### config.mk
export PLATFORM = sky130hd
export DESIGN_NAME = mem_arbiter
export DESIGN_NICKNAME = d
export VERILOG_FILES = /design/src/rtl/mem_arb_pkg.sv /design/src/rtl/mem_arbiter.sv
export SDC_FILE = /design/constraint.sdc
export NUM_CORES = 1
export LEC_CHECK = 0
export ABC_AREA = 1
export CAP_MARGIN = 20
export CORE_AREA = 2 2 114 116
export DETAILED_ROUTE_END_ITERATION = 16
export DIE_AREA = 0 0 116 118
export GPL_TIMING_DRIVEN = 0
export MAX_ROUTING_LAYER = met4
export PLACE_DENSITY = 0.87
export SLEW_MARGIN = 10
export SYNTH_ARGS = -nofsm -noshare
export SYNTH_HDL_FRONTEND = slang
export SYNTH_SLANG_ARGS = --single-unit
### constraint.sdc
create_clock -name clk -period 2 [get_ports clk]
set_clock_uncertainty 0.15 [all_clocks]
set_input_delay 0.3 -clock clk [delete_from_list [all_inputs] [get_ports clk]]
set_output_delay 0.3 -clock clk [all_outputs]
set_load 0.02 [all_outputs]
### src/rtl/mem_arb_pkg.sv
// Shared types and constants for the two-requester memory arbiter.
package mem_arb_pkg;

   typedef enum logic [1:0] {
      IDLE    = 2'd0,
      SERVE_I = 2'd1,
      SERVE_D = 2'd2
   } arb_state_e;

   localparam logic REQ_IF = 1'b0;
   localparam logic REQ_D  = 1'b1;

endpackage

### src/rtl/mem_arbiter.sv
// Arbitrates a fetch port and a data port onto one single-cycle-latency memory.
// Define MEM_ARB_ROUND_ROBIN_EN for alternating grants; default is data priority with a burst limit.
module mem_arbiter
   import mem_arb_pkg::*;
#(
   parameter int ADDR_W      = 32,
   parameter int DATA_W      = 32,
   parameter int MAX_D_BURST = 4
) (
   input  logic              clk,
   input  logic              nrst,
   input  logic              if_req,
   input  logic [ADDR_W-1:0] if_addr,
   output logic              if_gnt,
   output logic              if_rvalid,
   output logic [DATA_W-1:0] if_rdata,
   input  logic              d_req,
   input  logic              d_we,
   input  logic [ADDR_W-1:0] d_addr,
   input  logic [DATA_W-1:0] d_wdata,
   output logic              d_gnt,
   output logic              d_rvalid,
   output logic [DATA_W-1:0] d_rdata,
   output logic [ADDR_W-1:0] mem_raddr,
   output logic [ADDR_W-1:0] mem_waddr,
   output logic [DATA_W-1:0] mem_wdata,
   output logic              mem_wen,
   input  logic [DATA_W-1:0] mem_rdata
);

   arb_state_e        state, state_nxt;
   logic              d_win;
   logic [DATA_W-1:0] if_rdata_q, d_rdata_q;

`ifdef MEM_ARB_ROUND_ROBIN_EN
   // Requester that wins the next tie; flips to the other side after every grant.
   logic rr_prio;

   assign d_win = d_req && (!if_req || rr_prio == REQ_D);

   always_ff @(posedge clk or negedge nrst) begin
      if (!nrst)       rr_prio <= REQ_IF;
      else if (if_gnt) rr_prio <= REQ_D;
      else if (d_gnt)  rr_prio <= REQ_IF;
   end
`else
   localparam int CNT_W = $clog2(MAX_D_BURST + 1);
   localparam logic [CNT_W-1:0] CNT_MAX = CNT_W'(MAX_D_BURST);

   logic [CNT_W-1:0] d_burst_cnt;

   // Data wins ties until it has starved a waiting fetch for MAX_D_BURST grants.
   assign d_win = d_req && !(if_req && d_burst_cnt == CNT_MAX);

   // NOTE: sequential state uses non-blocking assignments so every register samples pre-edge values.
   always_ff @(posedge clk or negedge nrst) begin
      if (!nrst)                             d_burst_cnt <= '0;
      else if (if_gnt || !if_req)            d_burst_cnt <= '0;
      else if (d_gnt && d_burst_cnt != CNT_MAX) d_burst_cnt <= d_burst_cnt + 1'b1;
   end
`endif

   // Grants are suppressed while reset is asserted so no access leaks out during reset.
   assign d_gnt  = nrst && d_win;
   assign if_gnt = nrst && if_req && !d_win;

   // NOTE: every output of this block gets a default first, otherwise unassigned paths infer latches.
   always_comb begin
      state_nxt = IDLE;
      mem_raddr = '0;
      mem_waddr = '0;
      mem_wdata = '0;
      mem_wen   = 1'b0;
      if (if_gnt) begin
         mem_raddr = if_addr;
         state_nxt = SERVE_I;
      end else if (d_gnt) begin
         if (d_we) begin
            mem_wen   = 1'b1;
            mem_waddr = d_addr;
            mem_wdata = d_wdata;
         end else begin
            mem_raddr = d_addr;
            state_nxt = SERVE_D;
         end
      end
   end

   always_ff @(posedge clk or negedge nrst) begin
      if (!nrst) state <= IDLE;
      else       state <= state_nxt;
   end

   assign if_rvalid = (state == SERVE_I);
   assign d_rvalid  = (state == SERVE_D);

   // NOTE: the held read-data registers are plain flops, so they take the reset and clear to zero.
   always_ff @(posedge clk or negedge nrst) begin
      if (!nrst) begin
         if_rdata_q <= '0;
         d_rdata_q  <= '0;
      end else begin
         if (if_rvalid) if_rdata_q <= mem_rdata;
         if (d_rvalid)  d_rdata_q  <= mem_rdata;
      end
   end

   assign if_rdata = if_rvalid ? mem_rdata : if_rdata_q;
   assign d_rdata  = d_rvalid  ? mem_rdata : d_rdata_q;

endmodule
==> impl_metrics.toml, run 1 <==
[final_layout]
finalInstanceArea_mm2 = 0.01013
layout-drive-gt1-share_pct = 48.43
nNetsFinal = 1147
syn2layout_area_growth_pct = 150.6
diodes = 0

[clock_tree]
htree_levels = 3
cts_tree = "yes"
cts_buffers = 9
cts.sinks = 69
cts-root-buf = "clkbuf_16"
insertion_delay_ns = 0.33
clk_pin_slew_ns = 0.05
cts.path.max_buffers = 2

[critical_path]
cp-startpoint = "d_burst_cnt[1]"
arrival_ns = 1.96
rr_worst_depth = 9
crit_fanout = 10
r2r_end = "d_rdata_q[31]"
end_kind = "output pin"
crit_end = "mem_wdata[26]"
reg2reg_setup_slack_ns = 0.12
required_ns = 1.55
r2r-start = "state[1]"
critPathLaunchType = "register"
crit_type = "register to output pin"

[floorplan]
num_rows = 41
start_util_pct = 32.55
core_mm2 = 0.01241
die-area_mm2 = 0.01369
die_w_um = 116
io_pins = 298
dieHeight_um = 118

[placement]
post-place-ws_ns = -1.187
gp_congestion = 0.8725
hpwl_um = 12810
port_buffers = 295
place_area_mm2 = 0.007207

[power_and_ir_drop]
ir_worst_vdd_mv = 0.4274
p_int_mw = 4.402
p_per_area_mw_per_mm2 = 686.1
pwr-share-comb_pct = 47.5
leakage_nw = 4.925
p_sw_mw = 2.546
p_sw_share_pct = 36.64
seqPwrFrac_pct = 27.1
clkPwrFrac_pct = 25.4

[yosys]
synth.cells.most_frequent = "nand2_1 (172), nor2_1 (100), inv_1 (75), dfrtp_1 (69), o21ai_0 (64)"
ys_warn_count = 0
synth_area_leaders = "dfrtp_1 (43%), nand2_1 (16%), nor2_1 (9.3%)"
synth_top_area_share_pct = 42.72
synth.cell_area_mm2 = 0.004041
synth_cell_type_count = 17
yosysMostFrequentCell = "nand2_1"
post-synth-top-area-cell = "dfrtp_1"
yosys_most_used_dff = "dfrtp_1"
synth_nets = 740
synth_area_per_cell_um2 = 6.680
ys_seq_area_share_pct = 42.72
synth_seq_cells = 69
synth_edf_count = 0
syn_inst = 605
synth_async_sr_flop_share_pct = 100.0

[detailed_routing]
vias = 6211
drt_iter0_markers = 556
drc_errors = 0
vias_per_cell = 5.228
wl_per_cell_um = 22.20
wl_um = 26370
drt_first_pass_iters = 5
postRouteAntennaNets = 0

[global_routing]
grt_start_max_net_pins = 71
overflow = 0
antenna_found_initial = 0
grt_pass1_wl_um = 30910
first_global_vias = 5639
grt.total_usage_pct = 29.92

[sta]
period_needed_ns = 2.409
rsz0062_at_grt = "yes"
slew_viol_final = 0
slew-limit-headroom_pct = 51.29
finalHoldViolCount = 0
fmax_ghz = 0.4152
tightest_slew_ns = 0.7307
period_share_pct = 120.4
setup_viol = 164
worst_slack_ns = -0.4087

[status]
violations = "negative setup slack"
status = "finished, violations left"

[hold_path]
hp-class = "input port to register"

[flow_run]
max-cap-violations = 0
==> cells by family (layout without fill, tap and decap cells) <==
| family | count (synthesis) | in the layout | synth area share [%] |
|---|---|---|---|
| and+or+nand+nor | 344 | 344 | 35.63 |
| AOI/OAI and AO/OA | 64 | 64 | 7.926 |
| buffers and inverters | 126 | 537 | 13.10 |
| DFF | 69 | 69 | 42.72 |
| adders and majority gates | 2 | 2 | 0.6191 |
==> layout make-up <==
type,instances,area (um^2)
Clock inverter,4,72.57
Buffer,46,524.3
Fill cell,658,2288
Sequential cell,69,1727
Inverter,77,295.3
Timing Repair Buffer,399,4055
Tap cell,172,215.2
Clock buffer,11,242.7
Multi-Input combinational cell,410,2994
==> flip-flops by register name, indices dropped and copies added, names as in the netlist <==
name and cells:
d_rdata_q 32, state 2, d_burst_cnt 3, if_rdata_q 32
==> critical path, cell delays in order, from the launching register on <==
cell,delay (ns)
dfrtp_1,0.37
inv_2,0.06
ha_4,0.16
nand3_4,0.11
nand2_8,0.08
inv_6,0.08
nand2_8,0.08
buf_12,0.15
buf_12,0.15
nor2_1,0.18
buf_4,0.19
==> layer usage <==
layer	track usage (%)	part of all wire, %	vias to the layer above
met5	-	0	-
met4	13.99	4.5	0
li1	-	-	2715
met1	34.84	37	2965
met2	47.95	50	416
met3	7.724	8.9	115
==> per-stage QoR <==
step / TNS, ns / utilization, % / hold WS [ns] / std cells / power (mW)
2_1_floorplan: 0 / - / -0.1456 / 605 / 2.635
3_3_place_gp: -453.96 / 58.07 / 0.3284 / 1072 / 3.694
3_5_place_dp: -122.01 / 58.05 / 0.3126 / 1072 / 3.742
4_1_cts: -30.43 / 67.47 / -0.2912 / 1129 / 5.762
5_1_grt: -41.68 / 81.57 / 0.2667 / 1188 / 7.137
6_report: -34.05 / 81.57 / 0.2253 / 1188 / 6.948
==> power groups by stage <==
stage                     clock (mW)  sequential (mW)  combinational [mW]
final                           1.76             1.89                3.30
after global routing            1.82             1.90                3.42
after CTS                       1.70             1.73                2.33
after detailed placement           0             1.74                2.00
after global placement             0             1.73                1.96
after floorplan                    0             1.73               0.908
==> cells in the final DEF, fill, tap and decap left out, types with 4 or more instances in the layout <==
| master | count |
|---|---|
| clkbuf_1 | 11 |
| nor2_1 | 57 |
| nor2_4 | 25 |
| buf_2 | 17 |
| nand2_1 | 115 |
| buf_6 | 129 |
| nand3_1 | 33 |
| clkdlybuf4s50_1 | 128 |
| nand2_4 | 37 |
| clkbuf_16 | 17 |
| clkbuf_8 | 4 |
| buf_8 | 10 |
| o21ai_2 | 16 |
| buf_12 | 16 |
| clkdlybuf4s15_2 | 4 |
| buf_4 | 109 |
| inv_1 | 72 |
| nor2_2 | 18 |
| nand4_1 | 34 |
| o21ai_4 | 48 |
| nand2_2 | 20 |
| dfrtp_1 | 69 |
==> worst min-delay path by stage <==
stage,to,from,depth (start not counted)
2_1_floorplan,d_burst_cnt[0],nrst,0
3_3_place_gp,if_rdata_q[26],if_rdata_q[26],2
3_5_place_dp,if_rdata_q[20],nrst,1
4_1_cts,d_rdata_q[23],nrst,1
5_1_grt,d_burst_cnt[0],d_req,3
6_report,d_burst_cnt[0],d_req,3
==> repair_timing <==
item                                    CTS  global route
setup buffers                            36            55
setup endpoints to repair               165           165
cloned                                    6             5
endpoints found under the hold margin    69            69
gates resized for setup                1015           426
pin swaps                                10            12
No activity file was read; power rests on OpenSTA's default activity.
==> inputs of run 2 (changes only) <==
--- a/config.mk
+++ b/config.mk
@@ -7,13 +7,14 @@
 export LEC_CHECK = 0
 export ABC_AREA = 1
 export CAP_MARGIN = 20
-export CORE_AREA = 2 2 114 116
+export CORE_ASPECT_RATIO = 0.5
+export CORE_UTILIZATION = 35
 export DETAILED_ROUTE_END_ITERATION = 16
-export DIE_AREA = 0 0 116 118
 export GPL_TIMING_DRIVEN = 0
 export MAX_ROUTING_LAYER = met4
-export PLACE_DENSITY = 0.87
+export PLACE_DENSITY = 0.92
 export SLEW_MARGIN = 10
 export SYNTH_ARGS = -nofsm -noshare
 export SYNTH_HDL_FRONTEND = slang
 export SYNTH_SLANG_ARGS = --single-unit
+export TNS_END_PERCENT = 20
==> run 2 against run 1 <==
The run ends with negative hold slack, negative setup slack left. Power decreased by 19%. Global-route usage decreased by 2.3 points. Core utilization decreased by 8.2 points. Final area decreased by 19%. Sequential cell count unchanged. Worst hold slack got worse by 0.52 ns. Critical path depth unchanged. Clock power decreased by 5%. Combinational power decreased by 33%. Fmax increased by 6.3%. Critical endpoint is now mem_wdata[12]. Largest cell class unchanged. Largest power group unchanged. Highest routed layer unchanged.
==> impl_metrics.toml, run 2 (synthesis gave the netlist of run 1 again) <==
[status]
status = "finished, violations left"
violations = "negative hold slack, negative setup slack"

[clock_tree]
cts_buffers = 9
cts-root-buf = "clkbuf_16"
clk_pin_slew_ns = 0.06
cts.path.max_buffers = 2
insertion_delay_ns = 0.32
htree_levels = 3
cts.sinks = 69
cts_tree = "yes"

[detailed_routing]
wl_um = 16860
postRouteAntennaNets = 0
wl_per_cell_um = 15.73
drc_errors = 0
vias = 5266
drt_first_pass_iters = 4
drt_iter0_markers = 318
vias_per_cell = 4.912

[global_routing]
grt.total_usage_pct = 27.61
antenna_found_initial = 0
grt_pass1_wl_um = 25360
grt_start_max_net_pins = 71
first_global_vias = 5156
overflow = 0

[sta]
fmax_ghz = 0.4414
tightest_slew_ns = 0.5324
fin_hold_ws_ns = -0.2977
slew_viol_final = 0
finalHoldViolCount = 69
period_needed_ns = 2.266
worst_slack_ns = -0.2658
slew-limit-headroom_pct = 64.51
period_share_pct = 113.3
setup_viol = 130
rsz0062_at_grt = "yes"

[floorplan]
dieHeight_um = 77.99
num_rows = 27
core_mm2 = 0.01111
die-area_mm2 = 0.01201
die_w_um = 154.0
io_pins = 298
start_util_pct = 36.36

[critical_path]
required_ns = 1.55
crit_type = "register to output pin"
critPathLaunchType = "register"
end_kind = "output pin"
arrival_ns = 1.82
crit_fanout = 7

[final_layout]
instances_no_fill = 1072
nNetsFinal = 1057
syn2layout_area_growth_pct = 101.8
finalInstanceArea_mm2 = 0.008155
layout-drive-gt1-share_pct = 33.44
final_cell_mix = "nand2_1 (170), clkdlybuf4s50_1 (130), buf_6 (91)"
final_common_cell = "nand2_1"
diodes = 0
top_regs = "d_rdata_q (32), if_rdata_q (32), d_burst_cnt (3)"

[power_and_ir_drop]
p_per_area_mw_per_mm2 = 686.2
leakage_nw = 4.140
power_mw = 5.596
ir_worst_vdd_mv = 0.4449

[placement]
hpwl_um = 12210
port_buffers = 295
place_area_mm2 = 0.007173
dpl.cell_count = 1045
post-place-ws_ns = -1.155
gp_congestion = 0.8435

[flow_run]
max-cap-violations = 0

[hold_path]
hp-class = "input port to async pin"
==> run 2: cell types whose count changed in the layout (fill, tap and decap cells not counted), sizes merged <==
cell	delta
dlygate4sd2	+5
bufbuf	+1
inv	+1
dlygate4sd3	-2
buf	-87
dlymetal6s2s	-1
clkdlybuf4s15	-3
clkinv	+2
clkbuf	-7
clkdlybuf4s50	+2
==> run 2: through the flow <==
step | setup TNS, ns | utilization, %
floorplan | 0 | -
global placement | -440.95 | 64.56
detailed placement | -118.71 | 64.54
CTS | -32.47 | 68.92
global route | -30.47 | 73.38
finish | -19.10 | 73.38
==> run 2: layer usage <==
| metal | routed length (um) | GRT usage (%) |
|---|---|---|
| met5 | 0 | - |
| met2 | 8893 | 49.95 |
| met1 | 6643 | 30.55 |
| met3 | 701 | 5.028 |
| met4 | 624 | 10.50 |
==> run 2: power by group <==
group	internal [mW]	switching, mW
Clock	1.10	0.573
Combinational	0.991	1.21
Sequential	1.65	0.0745
==> run 2: final timing paths <==
kind / from / end / slack [ns] / cells after the start
max in group asynchronous: nrst / state[1] / 1.71 / 1
min reg2reg: if_rdata_q[14] / if_rdata_q[14] / 0.32 / 2
max reg2reg: d_burst_cnt[1] / state[1] / 0.42 / 9
min: nrst / d_rdata_q[4] / -0.30 / 1
max: d_burst_cnt[1] / mem_wdata[12] / -0.27 / 10
min in group clk: d_req / d_burst_cnt[0] / 0.20 / 3
==> run 2: what timing repair did <==
action / 4_1_cts / 5_1_grt
gates cloned: 2 / 1
gates resized for setup: 812 / 326
setup endpoints to repair: 165 / 165
pin swaps: 5 / 23
setup buffers: 8 / 0
endpoints found under the hold margin: 69 / 69
==> run 2: worst max-delay path: stages (launching register included) <==
cell	delay, ns
dfrtp_1	0.39
inv_2	0.07
ha_4	0.17
nand3_4	0.10
nand2_4	0.07
inv_4	0.07
nand2_4	0.07
buf_12	0.16
buf_16	0.14
nor2_2	0.11
buf_6	0.13
==> run 2: cell type report <==
cell class                 count  area, um^2
timing repair buffer         306        3007
fill                         841        2959
multi-input combinational    410        2197
sequential                    69        1727
buffer                        49       426.7
inverter                      77       292.8
clock buffer                   9       225.2
tap                          145       181.4
clock inverter                 7       98.84
